## config.mk

```make
export PLATFORM = sky130hd
export DESIGN_NAME = cdb_arbiter_flat
export DESIGN_NICKNAME = d
export VERILOG_FILES = /design/src/rtl/cdb_arbiter_if.sv /design/src/rtl/cdb_arbiter.sv /design/src/flat_wrapper.sv
export SDC_FILE = /design/constraint.sdc
export NUM_CORES = 1
export LEC_CHECK = 0
export CELL_PAD_IN_SITES_DETAIL_PLACEMENT = 1
export CELL_PAD_IN_SITES_GLOBAL_PLACEMENT = 1
export CORE_MARGIN = 1.5
export CORE_UTILIZATION = 25
export CTS_CLUSTER_DIAMETER = 200
export DETAILED_ROUTE_END_ITERATION = 12
export PLACE_DENSITY = 0.62
export SETUP_SLACK_MARGIN = 0.05
export SYNTH_ARGS = -nofsm -noshare
export SYNTH_HDL_FRONTEND = slang
export SYNTH_SLANG_ARGS = --single-unit
export TNS_END_PERCENT = 30
```

## constraint.sdc

```tcl
create_clock -name clk -period 4.25 [get_ports clk]
set_clock_uncertainty 0.05 [all_clocks]
set_input_delay 0.6375 -clock clk [delete_from_list [all_inputs] [get_ports clk]]
set_output_delay 0.6375 -clock clk [all_outputs]
set_load 0.02 [all_outputs]
```

## src/rtl/cdb_arbiter_if.sv

```systemverilog
// ============================================================================
//  Module      : cdb_arbiter_if
//  Description : Execution-unit result offers and the registered CDB broadcast.
//  Revision    : 1.0 - initial release
// ============================================================================
`default_nettype none

interface cdb_arbiter_if #(
    parameter int N_REQ  = 3,
    parameter int ROB_AW = 3,
    parameter int PRF_AW = 7,
    parameter int DW     = 32
);
    logic                     flush;
    logic [N_REQ-1:0]         req_valid;
    logic [N_REQ-1:0]         req_ready;
    logic [N_REQ*ROB_AW-1:0]  req_rob_addr;
    logic [N_REQ*PRF_AW-1:0]  req_dest;
    logic [N_REQ-1:0]         req_dest_valid;
    logic [N_REQ*DW-1:0]      req_value;

    logic                     cdb_valid;
    logic [N_REQ-1:0]         cdb_grant;
    logic [ROB_AW-1:0]        cdb_rob_addr;
    logic [PRF_AW-1:0]        cdb_dest;
    logic                     cdb_dest_valid;
    logic [DW-1:0]            cdb_value;

    // Execution units / pipeline control side
    modport master (
        output flush, req_valid, req_rob_addr, req_dest, req_dest_valid, req_value,
        input  req_ready,
        input  cdb_valid, cdb_grant, cdb_rob_addr, cdb_dest, cdb_dest_valid, cdb_value
    );

    // Arbiter side
    modport slave (
        input  flush, req_valid, req_rob_addr, req_dest, req_dest_valid, req_value,
        output req_ready,
        output cdb_valid, cdb_grant, cdb_rob_addr, cdb_dest, cdb_dest_valid, cdb_value
    );
endinterface

`default_nettype wire

```

## src/rtl/cdb_arbiter.sv

```systemverilog
// ============================================================================
//  Module      : cdb_arbiter
//  Description : Round-robin common-data-bus arbiter with per-unit holding
//                slots, registered broadcast and mispredict flush.
//  Revision    : 1.0 - initial release
// ============================================================================
`default_nettype none

module cdb_arbiter #(
    parameter int N_REQ  = 3,
    parameter int ROB_AW = 3,
    parameter int PRF_AW = 7,
    parameter int DW     = 32
) (
    input  logic          clk,
    input  logic          rst,
    cdb_arbiter_if.slave  bus
);

    localparam int PTR_W = (N_REQ > 1) ? $clog2(N_REQ) : 1;

    logic [N_REQ-1:0]  full_q, full_d;
    logic [ROB_AW-1:0] rob_q   [N_REQ];
    logic [PRF_AW-1:0] dest_q  [N_REQ];
    logic              dvld_q  [N_REQ];
    logic [DW-1:0]     value_q [N_REQ];

    logic [PTR_W-1:0]  rr_ptr_q, rr_ptr_d;

    logic              cdb_valid_q;
    logic [N_REQ-1:0]  cdb_grant_q;
    logic [ROB_AW-1:0] cdb_rob_q;
    logic [PRF_AW-1:0] cdb_dest_q;
    logic              cdb_dvld_q;
    logic [DW-1:0]     cdb_value_q;

    logic              found;
    logic              grant_any;
    logic [PTR_W-1:0]  gnt_idx;
    logic [N_REQ-1:0]  grant;
    logic [N_REQ-1:0]  ready;
    logic [N_REQ-1:0]  accept;

    logic [ROB_AW-1:0] sel_rob;
    logic [PRF_AW-1:0] sel_dest;
    logic              sel_dvld;
    logic [DW-1:0]     sel_value;

    // Search full slots starting at rr_ptr; the first hit (modulo N_REQ) wins.
    always_comb begin
        int  s;
        logic cand;
        s       = 0;
        cand    = 1'b0;
        found   = 1'b0;
        gnt_idx = '0;
        for (int off = 0; off < N_REQ; off++) begin
            s = int'(rr_ptr_q) + off;
            if (s >= N_REQ) begin
                s = s - N_REQ;
            end
            cand = 1'b0;
            for (int j = 0; j < N_REQ; j++) begin
                if (j == s) begin
                    cand = full_q[j];
                end
            end
            if (!found && cand) begin
                found   = 1'b1;
                gnt_idx = PTR_W'(s);
            end
        end
    end

    assign grant_any = found && !bus.flush && !rst;

    always_comb begin
        grant  = '0;
        ready  = '0;
        accept = '0;
        full_d = full_q;
        for (int j = 0; j < N_REQ; j++) begin
            grant[j]  = grant_any && (gnt_idx == PTR_W'(j));
            ready[j]  = !rst && !bus.flush && (!full_q[j] || grant[j]);
            accept[j] = bus.req_valid[j] && ready[j];
            if (bus.flush) begin
                full_d[j] = 1'b0;
            end else if (accept[j]) begin
                full_d[j] = 1'b1;
            end else if (grant[j]) begin
                full_d[j] = 1'b0;
            end
        end
    end

    always_comb begin
        sel_rob   = '0;
        sel_dest  = '0;
        sel_dvld  = 1'b0;
        sel_value = '0;
        for (int j = 0; j < N_REQ; j++) begin
            if (grant[j]) begin
                sel_rob   = rob_q[j];
                sel_dest  = dest_q[j];
                sel_dvld  = dvld_q[j];
                sel_value = value_q[j];
            end
        end
    end

    always_comb begin
        rr_ptr_d = rr_ptr_q;
        if (grant_any) begin
            if (gnt_idx == PTR_W'(N_REQ - 1)) begin
                rr_ptr_d = '0;
            end else begin
                rr_ptr_d = gnt_idx + PTR_W'(1);
            end
        end
    end

    // Slot state and payload capture
    always_ff @(posedge clk) begin
        if (rst) begin
            full_q <= '0;
            for (int j = 0; j < N_REQ; j++) begin
                rob_q[j]   <= '0;
                dest_q[j]  <= '0;
                dvld_q[j]  <= 1'b0;
                value_q[j] <= '0;
            end
        end else begin
            full_q <= full_d;
            for (int j = 0; j < N_REQ; j++) begin
                if (accept[j]) begin
                    rob_q[j]   <= bus.req_rob_addr[j*ROB_AW +: ROB_AW];
                    dest_q[j]  <= bus.req_dest[j*PRF_AW +: PRF_AW];
                    dvld_q[j]  <= bus.req_dest_valid[j];
                    value_q[j] <= bus.req_value[j*DW +: DW];
                end
            end
        end
    end

    // Broadcast register; payload holds when no beat is issued
    always_ff @(posedge clk) begin
        if (rst) begin
            rr_ptr_q    <= '0;
            cdb_valid_q <= 1'b0;
            cdb_grant_q <= '0;
            cdb_rob_q   <= '0;
            cdb_dest_q  <= '0;
            cdb_dvld_q  <= 1'b0;
            cdb_value_q <= '0;
        end else begin
            rr_ptr_q    <= rr_ptr_d;
            cdb_valid_q <= grant_any;
            cdb_grant_q <= grant;
            if (grant_any) begin
                cdb_rob_q   <= sel_rob;
                cdb_dest_q  <= sel_dest;
                cdb_dvld_q  <= sel_dvld;
                cdb_value_q <= sel_value;
            end
        end
    end

    assign bus.req_ready      = ready;
    assign bus.cdb_valid      = cdb_valid_q;
    assign bus.cdb_grant      = cdb_grant_q;
    assign bus.cdb_rob_addr   = cdb_rob_q;
    assign bus.cdb_dest       = cdb_dest_q;
    assign bus.cdb_dest_valid = cdb_dvld_q;
    assign bus.cdb_value      = cdb_value_q;

endmodule

`default_nettype wire
```

## src/flat_wrapper.sv

```systemverilog
// flat-port wrapper written by rule: the top's interface ports become plain ports
module cdb_arbiter_flat 
#(
    parameter int N_REQ  = 3,
    parameter int ROB_AW = 3,
    parameter int PRF_AW = 7,
    parameter int DW     = 32
)
  (clk, rst, bus_flush, bus_req_valid, bus_req_rob_addr, bus_req_dest, bus_req_dest_valid, bus_req_value, bus_req_ready, bus_cdb_valid, bus_cdb_grant, bus_cdb_rob_addr, bus_cdb_dest, bus_cdb_dest_valid, bus_cdb_value);
  cdb_arbiter_if #(.N_REQ(N_REQ), .ROB_AW(ROB_AW), .PRF_AW(PRF_AW), .DW(DW)) bus_i ();
  input  logic clk;
  input  logic rst;
  input wire logic [$bits(bus_i.flush)-1:0] bus_flush;
  input wire logic [$bits(bus_i.req_valid)-1:0] bus_req_valid;
  input wire logic [$bits(bus_i.req_rob_addr)-1:0] bus_req_rob_addr;
  input wire logic [$bits(bus_i.req_dest)-1:0] bus_req_dest;
  input wire logic [$bits(bus_i.req_dest_valid)-1:0] bus_req_dest_valid;
  input wire logic [$bits(bus_i.req_value)-1:0] bus_req_value;
  output wire logic [$bits(bus_i.req_ready)-1:0] bus_req_ready;
  output wire logic [$bits(bus_i.cdb_valid)-1:0] bus_cdb_valid;
  output wire logic [$bits(bus_i.cdb_grant)-1:0] bus_cdb_grant;
  output wire logic [$bits(bus_i.cdb_rob_addr)-1:0] bus_cdb_rob_addr;
  output wire logic [$bits(bus_i.cdb_dest)-1:0] bus_cdb_dest;
  output wire logic [$bits(bus_i.cdb_dest_valid)-1:0] bus_cdb_dest_valid;
  output wire logic [$bits(bus_i.cdb_value)-1:0] bus_cdb_value;
  assign bus_i.flush = bus_flush;
  assign bus_i.req_valid = bus_req_valid;
  assign bus_i.req_rob_addr = bus_req_rob_addr;
  assign bus_i.req_dest = bus_req_dest;
  assign bus_i.req_dest_valid = bus_req_dest_valid;
  assign bus_i.req_value = bus_req_value;
  assign bus_req_ready = bus_i.req_ready;
  assign bus_cdb_valid = bus_i.cdb_valid;
  assign bus_cdb_grant = bus_i.cdb_grant;
  assign bus_cdb_rob_addr = bus_i.cdb_rob_addr;
  assign bus_cdb_dest = bus_i.cdb_dest;
  assign bus_cdb_dest_valid = bus_i.cdb_dest_valid;
  assign bus_cdb_value = bus_i.cdb_value;
  cdb_arbiter #(.N_REQ(N_REQ), .ROB_AW(ROB_AW), .PRF_AW(PRF_AW), .DW(DW)) u_core (.clk(clk), .rst(rst), .bus(bus_i));
endmodule
```

==> flow_metrics.py <==
metrics = {
    "outcome": {
        "status": "completed",
    },
    "sta": {
        "worst_pin_slew_ns": 0.8911,
        "setup_tns_ns": 0,
        "fin_crit_ns": 4.030,
        "min_period_over_period": 0.9481,
        "drv_slew": 0,
        "hold_violations": 0,
        "rsz0062_at_grt": "yes",
        "setup_viol": 0,
        "maxSlewHeadroom": 0.4045,
        "hold_ws_ns": 0.4208,
        "timing.fmax_ghz": 0.2482,
    },
    "final_layout": {
        "syn2layout_area_growth_pct": 37.65,
        "antenna_cells": 0,
        "finalNetCount": 874,
        "drive_gt1_frac": 0.07620,
        "fin_util": 0.3531,
        "n_fill_cell": 3140,
    },
    "floorplan": {
        "pin_count": 185,
        "initial_core_util": 0.2565,
        "die_w_um": 178.1,
        "die_area_mm2": 0.03171,
        "rows": 63,
        "core_mm2": 0.02987,
        "die_h_um": 178.1,
    },
    "synth": {
        "ys_warn_count": 0,
        "synth_nets": 706,
        "async_reset_ff_frac": 0,
        "synth_edf_count": 129,
        "ys_seq_area_frac": 0.6414,
        "synth_commonest_cells": "a21boi_1, edfxtp_1, dfxtp_1, mux2i_1, nor2_1",
        "synth_flop_cell": "edfxtp_1",
        "yosys.area.top_type": "edfxtp_1",
        "synth_area_per_cell_um2": 13.51,
        "synth-seq-cells": 181,
        "synth.distinct_cells": 44,
        "netlist_instances": 567,
        "synth_area_leaders": "edfxtp_1, dfxtp_1, a21boi_1, mux2i_1, a221o_1",
        "syn-cell-area_mm2": 0.007662,
        "synth_top_area_frac": 0.5056,
    },
    "worst_hold_path": {
        "hold_end": "u_core.bus.cdb_value[29]",
        "hold_path_depth": 1,
        "hold_path_class": "flop to flop",
        "min_from": "u_core.value_q[0][61]",
    },
    "drt": {
        "route.detailed.drc": 0,
        "dr.pass1.iters": 4,
        "ant_nets": 0,
        "vias": 5277,
        "wl_per_cell_um": 19.87,
        "drt_wl_total_um": 22610,
        "drt_first_iter_violations": 295,
        "viasPerCell": 4.637,
    },
    "clock_network": {
        "clk_path_buf_depth": 2,
        "cts_setup_buffers": 0,
        "cts_root_buf": "clkbuf_16",
        "clock_sinks": 181,
        "worstSkewPairLatency_ns": 0.43,
        "path_clk_slew_ns": 0.08,
        "post_cts_resized": 0,
        "tritoncts": "done",
        "cts_buffers": 17,
        "ctsHtreeMaxLevel": 4,
        "cts_hold_buf": 0,
    },
    "global_route": {
        "grt_pass1_wl_um": 34300,
        "grt_use_total": 0.1461,
        "overflow": 0,
        "grt_antenna_before_repair": 3,
        "grt_pass1_vias": 5672,
        "grt_max_degree": 130,
    },
    "setup_path": {
        "ff2ff_setup_slack_ns": 0.79,
        "r2r_cells": 10,
        "arrival_ns": 3.34,
        "end_kind": "primary output",
        "r2r-start": "u_core.rr_ptr_q[0]",
        "path_max_fanout": 9,
        "r2r_end": "u_core.value_q[0][31]",
        "start_kind": "flop",
        "worstSetupPathType": "flop to primary output",
        "cp.required_ns": 3.56,
    },
    "place": {
        "io_buffers": 184,
        "place_hpwl_um": 14770,
        "gp_congestion": 0.7890,
    },
    "run": {
        "cap_violations": 0,
    },
    "pwr": {
        "max-vdd-ir-drop_mv": 0.2595,
        "leakagePower_nw": 3.755,
        "powerDensity_mw_per_mm2": 399.5,
    },
}
logic make-up (layout without fill, tap and decap cells):
family,after synthesis,count (layout),synth area share
fa+ha+maj,4,4,0.006532
flops,181,181,0.6414
mux,46,46,0.06042
simple gates,59,59,0.03527
buf+inv,57,238,0.03315
compound gates,220,220,0.2232
registers in the layout, summed over array words and instances, names as in the netlist:
signal	count
u_core.bus.cdb_dest	7
u_core.bus.cdb_dest_valid	1
u_core.bus.cdb_grant	3
u_core.bus.cdb_rob_addr	3
u_core.bus.cdb_valid	1
u_core.bus.cdb_value	32
u_core.dest_q	21
u_core.dvld_q	3
u_core.full_q	3
u_core.rob_q	9
u_core.rr_ptr_q	2
u_core.value_q	96
worst max-delay path, cell delays in order (launching register included):
cell	delay, ns
dfxtp_1	0.39
inv_1	0.08
ha_1	0.45
and3b_1	0.23
or2_1	0.28
o21a_1	0.24
o2111a_1	0.27
nor2b_1	0.34
nor2_1	0.08
clkdlybuf4s50_1	0.54
how the worst max path moves through the flow:
stage,start,endpoint,slack [ns],cells after the start
2_1_floorplan,u_core.rr_ptr_q[0],u_core.dest_q[0][14],0.61,9
3_3_place_gp,u_core.rr_ptr_q[0],bus_req_ready[0],0.65,9
3_5_place_dp,u_core.rr_ptr_q[0],bus_req_ready[0],0.52,9
4_1_cts,u_core.rr_ptr_q[0],bus_req_ready[0],0.05,9
5_1_grt,u_core.rr_ptr_q[0],bus_req_ready[2],0.05,9
6_report,u_core.rr_ptr_q[0],bus_req_ready[2],0.22,9
layer usage:
layer | GRT usage | wire, um
met5 | 0 | 0
met4 | 0.03501 | 223
met3 | 0.03879 | 1290
met2 | 0.2414 | 10800
met1 | 0.1897 | 10300
cell usage in the layout, fill, tap and decap left out, types with 2 or more instances in the layout:
cell             instances
inv_8                    6
a22oi_1                 11
o21ai_1                 12
nor2b_1                  3
mux2i_1                 43
nand2b_1                 5
clkinv_1                 2
a21boi_1               129
nor2_1                  36
clkdlybuf4s50_1        184
dfxtp_1                 52
o22ai_1                  4
o21ai_4                  2
clkinv_4                 3
clkbuf_16               17
a221o_1                 32
a21o_2                   2
a21o_1                   2
ha_1                     4
inv_6                    2
edfxtp_1               129
buf_4                   10
buf_12                   4
o21a_1                   3
o21ai_0                  4
a21oi_1                  6
and3b_1                  3
inv_1                    7
nand2_1                  6
metrics by stage:
| step | total power, W | std cells | setup slack, ns | instance area, um^2 |
|---|---|---|---|---|
| after floorplan | 0.002397 | 567 | 0.6092 | 7666 |
| after global placement | 0.002695 | 1106 | 0.6487 | 9962 |
| after detailed placement | 0.002703 | 1106 | 0.5233 | 9962 |
| after CTS | 0.004277 | 1138 | 0.05370 | 10540 |
| after global routing | 0.004403 | 1138 | 0.04921 | 10550 |
| final | 0.004214 | 1138 | 0.2205 | 10550 |
report_power, final:
group	internal, W	total (W)	leakage, nW	switching, W
sequential	0.00204	0.00210	1.79	0.0000507
combinational	0.000281	0.000556	1.68	0.000275
clock	0.000798	0.00156	0.284	0.000765
layout make-up:
| type | count | area (um^2) | area share |
|---|---|---|---|
| repair buffers | 198 | 1997 | 0.1893 |
| flip-flops and latches | 181 | 4915 | 0.4660 |
| well taps | 390 | 488.0 | 0.04626 |
| inverters | 8 | 30.03 | 0.002847 |
| clock buffers | 18 | 439.2 | 0.04164 |
| clock inverters | 14 | 135.1 | 0.01281 |
| multi-input cells | 329 | 2544 | 0.2412 |
Power figures use the tool's default switching activity.
